==> src/rtl/subterranean_din_packer_pkg.sv <==
// Shared definitions for the Subterranean din packer: lane geometry, oper and lane-size codes,
// and byte-masking helpers.
package subterranean_din_packer_pkg;

  localparam int unsigned LANE_W = 32;
  localparam int unsigned LANE_N = 4;

  localparam logic [2:0] LANE_SIZE_FULL  = 3'b100;
  localparam logic [2:0] LANE_SIZE_EMPTY = 3'b000;

  typedef enum logic [1:0] {
    OPER_ABSORB     = 2'b00,
    OPER_ABSORB_OUT = 2'b01,
    OPER_ENC        = 2'b10,
    OPER_DEC        = 2'b11
  } oper_e;

  // Sizes 5..7 behave as a full lane.
  function automatic logic [2:0] norm_size(input logic [2:0] size);
    if (size > LANE_SIZE_FULL) begin
      return LANE_SIZE_FULL;
    end else begin
      return size;
    end
  endfunction

  function automatic logic [LANE_W-1:0] mask_word(input logic [LANE_W-1:0] data,
                                                  input logic [2:0] size);
    logic [LANE_W-1:0] masked;
    masked = {LANE_W{1'b0}};
    for (int i = 0; i < 4; i++) begin
      if (3'(i) < size) begin
        masked[8*i +: 8] = data[8*i +: 8];
      end else begin
        masked[8*i +: 8] = 8'h00;
      end
    end
    return masked;
  endfunction

endpackage

==> src/rtl/subterranean_packer_lane.sv <==
// One 32-bit lane of the outgoing beat: data/size register with byte masking on write.
module subterranean_packer_lane
  import subterranean_din_packer_pkg::*;
(
  input  logic              clk,
  input  logic              arstn,
  input  logic              wr_en,
  input  logic              clr,
  input  logic [LANE_W-1:0] wr_data,
  input  logic [2:0]        wr_size,
  output logic [LANE_W-1:0] lane_data,
  output logic [2:0]        lane_size
);

  logic [LANE_W-1:0] data_r;
  logic [2:0]        size_r;

  // Lane register: a write wins over a zeroing request in the same cycle.
  always_ff @(posedge clk or negedge arstn) begin
    if (!arstn) begin
      data_r <= {LANE_W{1'b0}};
      size_r <= LANE_SIZE_EMPTY;
    end else if (wr_en) begin
      data_r <= mask_word(wr_data, wr_size);
      size_r <= wr_size;
    end else if (clr) begin
      data_r <= {LANE_W{1'b0}};
      size_r <= LANE_SIZE_EMPTY;
    end else begin
      data_r <= data_r;
      size_r <= size_r;
    end
  end

  assign lane_data = data_r;
  assign lane_size = size_r;

endmodule

==> config.mk <==
export PLATFORM = sky130hd
export DESIGN_NAME = subterranean_packer_lane
export DESIGN_NICKNAME = d
export VERILOG_FILES = /design/src/rtl/subterranean_din_packer_pkg.sv /design/src/rtl/subterranean_packer_lane.sv
export SDC_FILE = /design/constraint.sdc
export NUM_CORES = 1
export LEC_CHECK = 0
export CAP_MARGIN = 10
export CORE_MARGIN = 3
export CORE_UTILIZATION = 37
export DETAILED_ROUTE_END_ITERATION = 10
export HOLD_SLACK_MARGIN = 0.03
export PLACE_DENSITY = 0.76
export SLEW_MARGIN = 20
export SYNTH_ARGS = -nofsm -noshare
export SYNTH_HDL_FRONTEND = slang
export SYNTH_SLANG_ARGS = --single-unit
==> constraint.sdc <==
create_clock -name clk -period 0.9 [get_ports clk]
set_input_delay 0.27 -clock clk [delete_from_list [all_inputs] [get_ports clk]]
set_output_delay 0.27 -clock clk [all_outputs]
set_load 0.01 [all_outputs]
; After elaboration in Yosys (flattened, before gate mapping)
; Index checks and enable logic that the tools add are counted.
; Widths: inputs -> output; s select.
[totals]
input_bits = 39
word_cells = 15
ff_bits = 35
output_inout_bits = 35
[classes]
n_lt_le_gt_ge = 4
n_mux = 8
n_reduce_logical = 1
[op_table]
columns = cell, count
row1 = $mux 32, 2
row2 = $mux 8, 4
row3 = $lt 1x3->1 const A, 2
row4 = $lt 2x3->1 const A, 2
row5 = $mux 3, 2
row6 = $reduce_bool 2->1, 1

; Logic depth before layout (Yosys ltp)
[depth]
ltp_word = 3
ltp_mapped = 3

; Least setup slack after synthesis
; No wires, ideal clock.
[synth_timing]
path_kind = in2reg
from = input port wr_size[2]
to = register data_r[3], in the netlist lane_data[3]
required_time_ps = 779
path_stages = 2
n_path_buf = 0
slack_ps = -24
setup_time_ps = 121
arrival_time_ps = 803
path_cell_list = o31a_4 -> a22o_1
[synth_between]
elab_chain_cells = 3
[synth_rtl]
columns = item, line
row1 = "start, declared", subterranean_packer_lane.sv:10  ; input logic [2:0] wr_size,
row2 = $lt 1x3->1, subterranean_din_packer_pkg.sv:32  ; if (3'(i) < size) begin
row3 = $mux 8, subterranean_din_packer_pkg.sv:32
row4 = $mux 32, subterranean_packer_lane.sv:23  ; end else if (wr_en) begin
row5 = "end signal, assigned", subterranean_packer_lane.sv:21  ; data_r <= {LANE_W{1'b0}};
row6 = "end signal, assigned", subterranean_packer_lane.sv:24  ; data_r <= mask_word(wr_data, wr_size);
row7 = "end signal, assigned", subterranean_packer_lane.sv:27  ; data_r <= {LANE_W{1'b0}};
row8 = "end, declared", subterranean_packer_lane.sv:15  ; logic [LANE_W-1:0] data_r;
; No other way between the ends.
; A chain may end at the register's enable or synchronous reset.

; Worst setup path after layout
[layout_timing]
from = register data_r[24], in the netlist lane_data[24]
to = output port lane_data[24]
[layout_rtl]
columns = item, line
row1 = "end, declared", subterranean_packer_lane.sv:11  ; output logic [LANE_W-1:0] lane_data,
; No word-level cell between the ends.

==> impl_results.md <==
- Worst-path clk slew: 0.10 ns
- CP Capture Type: output pin
- Worst ir drop on vdd: 0.0008916 V
- Main combinational cell family by area after synthesis: compound AO/OA/AOI/OAI gates
- Yosys warns: 0
- Power share of the combinational group: 0.212
- Hold WC Path Type: in2reg
- Sw power: 826.2 µW
- Distinct cells, synth: 11
- Post-DR vias/cell: 5.212
- Flip-flop and latch count after synthesis: 35
- Fin nets: 217
- Cell Pwr Density: 1517 mW/mm²
- Antenna viol nets, final: 0
- Post-Route WL: 3871 µm
- Startpoint Class: flop
- Die Wd: 64.99 µm
- Final worst path period need: 1.151 ns
- Clk pwr share: 0.258
- Synth Area in Compound Gates: 0.2702
- Core area: 0.003178 mm²
- Post-layout util: 0.6807
- Pins Over Slew Limit: 0
- First-pass GRT wire length: 6134 µm
- Total die area: 0.004224 mm²
- Row Count: 20
- CTS tree: yes
- Commonest non-fill, non-tap cells in the layout: dfrtp_1 (35), clkdlybuf4s50_1 (33), buf_2 (28)
- Worst Setup Path Type: reg2out
- Failing checks: negative setup slack
- Worst hold endpoint: lane_size[1]
- CTS Buffer Depth: 2
- Critical path's slowest cell: dfrtp_1
- Crit Path Max Fanout: 2
- MaxCap Viol Count: 0
- Max stage delay on crit path: 0.42 ns
- Hold Startpoint: wr_size[1]
- CP top delay family: flip-flops
- RD Place Congestion: 0.7884
- DRT Pass-1 Iters: 4
- Remaining global-route overflow: 0
- FF-to-FF path depth: 3
- Clk Latency, worst-skew pair: 0.32 ns
- WL/cell: 17.44 µm
- FF-to-FF End: lane_data[28]
- Reg power frac: 0.531
- Total power: 3.282 mW
- FF+latch area: 875.8 µm²
- F_max: 0.8692 GHz
- Worst EP arrival: 0.88 ns
- Fin. Hold Viols: 0
- H-tree depth: 2
- Status: finished with violations
- Setup WS pre-CTS: -0.8142 ns
- CP Data Required Time: 0.63 ns
- N_diodes: 0
- Remaining DRCs: 0
- Crit share post-route: 1.278
- Int Power: 2.456 mW
- Worst-margin pin slew: 0.3156 ns
- Clock skew: 0 ns
- Area delta synth->final: 68.03%
- Post-synthesis mux area share: 0
- Die height: 64.99 µm
- Register area share after synthesis: 0.6803
- Clock root buffer: clkbuf_4
- Vias in the first global route: 1200
- Overall Global Routing Usage: 0.1976
- Relative slew slack: 0.7896
- WHS Path Cells: 2
- Synth Area in XOR/XNOR: 0
- I/O pin count: 74
- RSZ-0062 raised after global routing: true
- Starting DRC count in detailed routing: 49
- Buffers on Ports: 73
- Syn Nets: 119
- FF-to-FF setup slack: -0.07 ns
- Commonest non-fill, non-tap cell in the layout: dfrtp_1
- Adder-Cell Fraction of Synth Area: 0
- Via count: 1157
- Largest net degree at the start of global routing: 36
- Share of layout cells above drive strength 1: 0.3933
- Clk sinks: 35
- Number of setup violations in the final report: 36
- Leakage power: 1.101 nW
- Footprint of the multi-input gates: 379.1 µm²
- Starting density of the core: 0.4051
- Launch point of the worst reg-to-reg path: lane_data[28]
- Simple-gate share of the synthesized area: 0.01361
- DPL Wire Length: 2658 µm
- Initial antenna violation count: 0
- Filler Cell Count: 254
- Mean Syn Cell Area: 16.09 µm²
- CP cell instances: buf_6
- Cell area after synthesis: 0.001287 mm²
- Gate Count Post-Synth: 80
- CTS buffer count: 5
- Setup ws final: -0.2505 ns
- Crit path buf inv count: 1
- Sw frac: 0.2517
worst max-delay path by stage:
stage / cells after the start / end / slack [ns] / start
final: 1 / lane_data[24] / -0.25 / lane_data[24]
after detailed placement: 3 / lane_data[11] / -0.81 / wr_en
after global placement: 3 / lane_data[2] / -0.75 / wr_en
after floorplan: 2 / lane_data[3] / -0.02 / wr_size[2]
after global routing: 1 / lane_data[7] / -0.29 / lane_data[7]
after CTS: 1 / lane_data[24] / -0.27 / lane_data[24]
power groups by stage:
stage	Clock [mW]	Combinational (mW)	Sequential, mW
global route	0.927	0.745	1.76
CTS	0.873	0.640	1.74
finish	0.846	0.695	1.74
detailed placement	0	0.688	1.77
global placement	0	0.669	1.77
floorplan	0	0.165	1.82
state kept, by name, indices dropped and copies added, names as in the netlist:
signal,count
lane_size,3
lane_data,32
area by class of cell:
| class | count | area share |
|---|---|---|
| clock buffer | 6 | 0.02371 |
| multi-input combinational | 41 | 0.1752 |
| clock inverter | 1 | 0.002313 |
| timing repair buffer | 95 | 0.3684 |
| sequential | 35 | 0.4049 |
| tap | 44 | 0.02545 |
timing repair:
action	in CTS	in global routing
cloned	1	0
hold buffers	0	0
gates resized for setup	155	8
pin swaps	2	3
buffers inserted	9	9
setup endpoints to repair	70	53
per-stage QoR:
| step | hold slack, ns | cells | instance area (µm²) | TNS, ns |
|---|---|---|---|---|
| floorplan | -0.02559 | 80 | 1287 | -0.1925 |
| global placement | 0.4582 | 196 | 2069 | -34.22 |
| detailed placement | 0.4655 | 196 | 2069 | -35.94 |
| CTS | 0.3040 | 213 | 2054 | -8.550 |
| global route | 0.2523 | 222 | 2163 | -9.637 |
| finish | 0.2589 | 222 | 2163 | -7.993 |
cells by family (layout without fill, tap and decap cells):
group,Yosys count,after routing
AOI/OAI and AO/OA,38,38
buffers and inverters,5,102
DFF,35,35
and+or+nand+nor,2,3
metal layers:
layer / global-route usage / vias to the layer above / share of wire
li1: - / 514 / -
met1: 0.2458 / 577 / 0.41
met4: 0.08179 / 0 / 0.022
met3: 0.05893 / 8 / 0.075
met2: 0.3193 / 58 / 0.49
met5: 0 / - / 0
synthesized netlist by cell type:
| master | instances | area share |
|---|---|---|
| dfrtp_1 | 35 | 0.68 |
| a22o_1 | 26 | 0.18 |
| a32o_1 | 8 | 0.062 |
| buf_6 | 3 | 0.026 |
| a21o_1 | 2 | 0.012 |
| and2_1 | 1 | 0.0049 |
| buf_2 | 1 | 0.0039 |
| buf_4 | 1 | 0.0058 |
| nor2_4 | 1 | 0.0087 |
| o21a_1 | 1 | 0.0058 |
| o31a_4 | 1 | 0.014 |
Note: power is estimated with default switching activity, not from simulation.
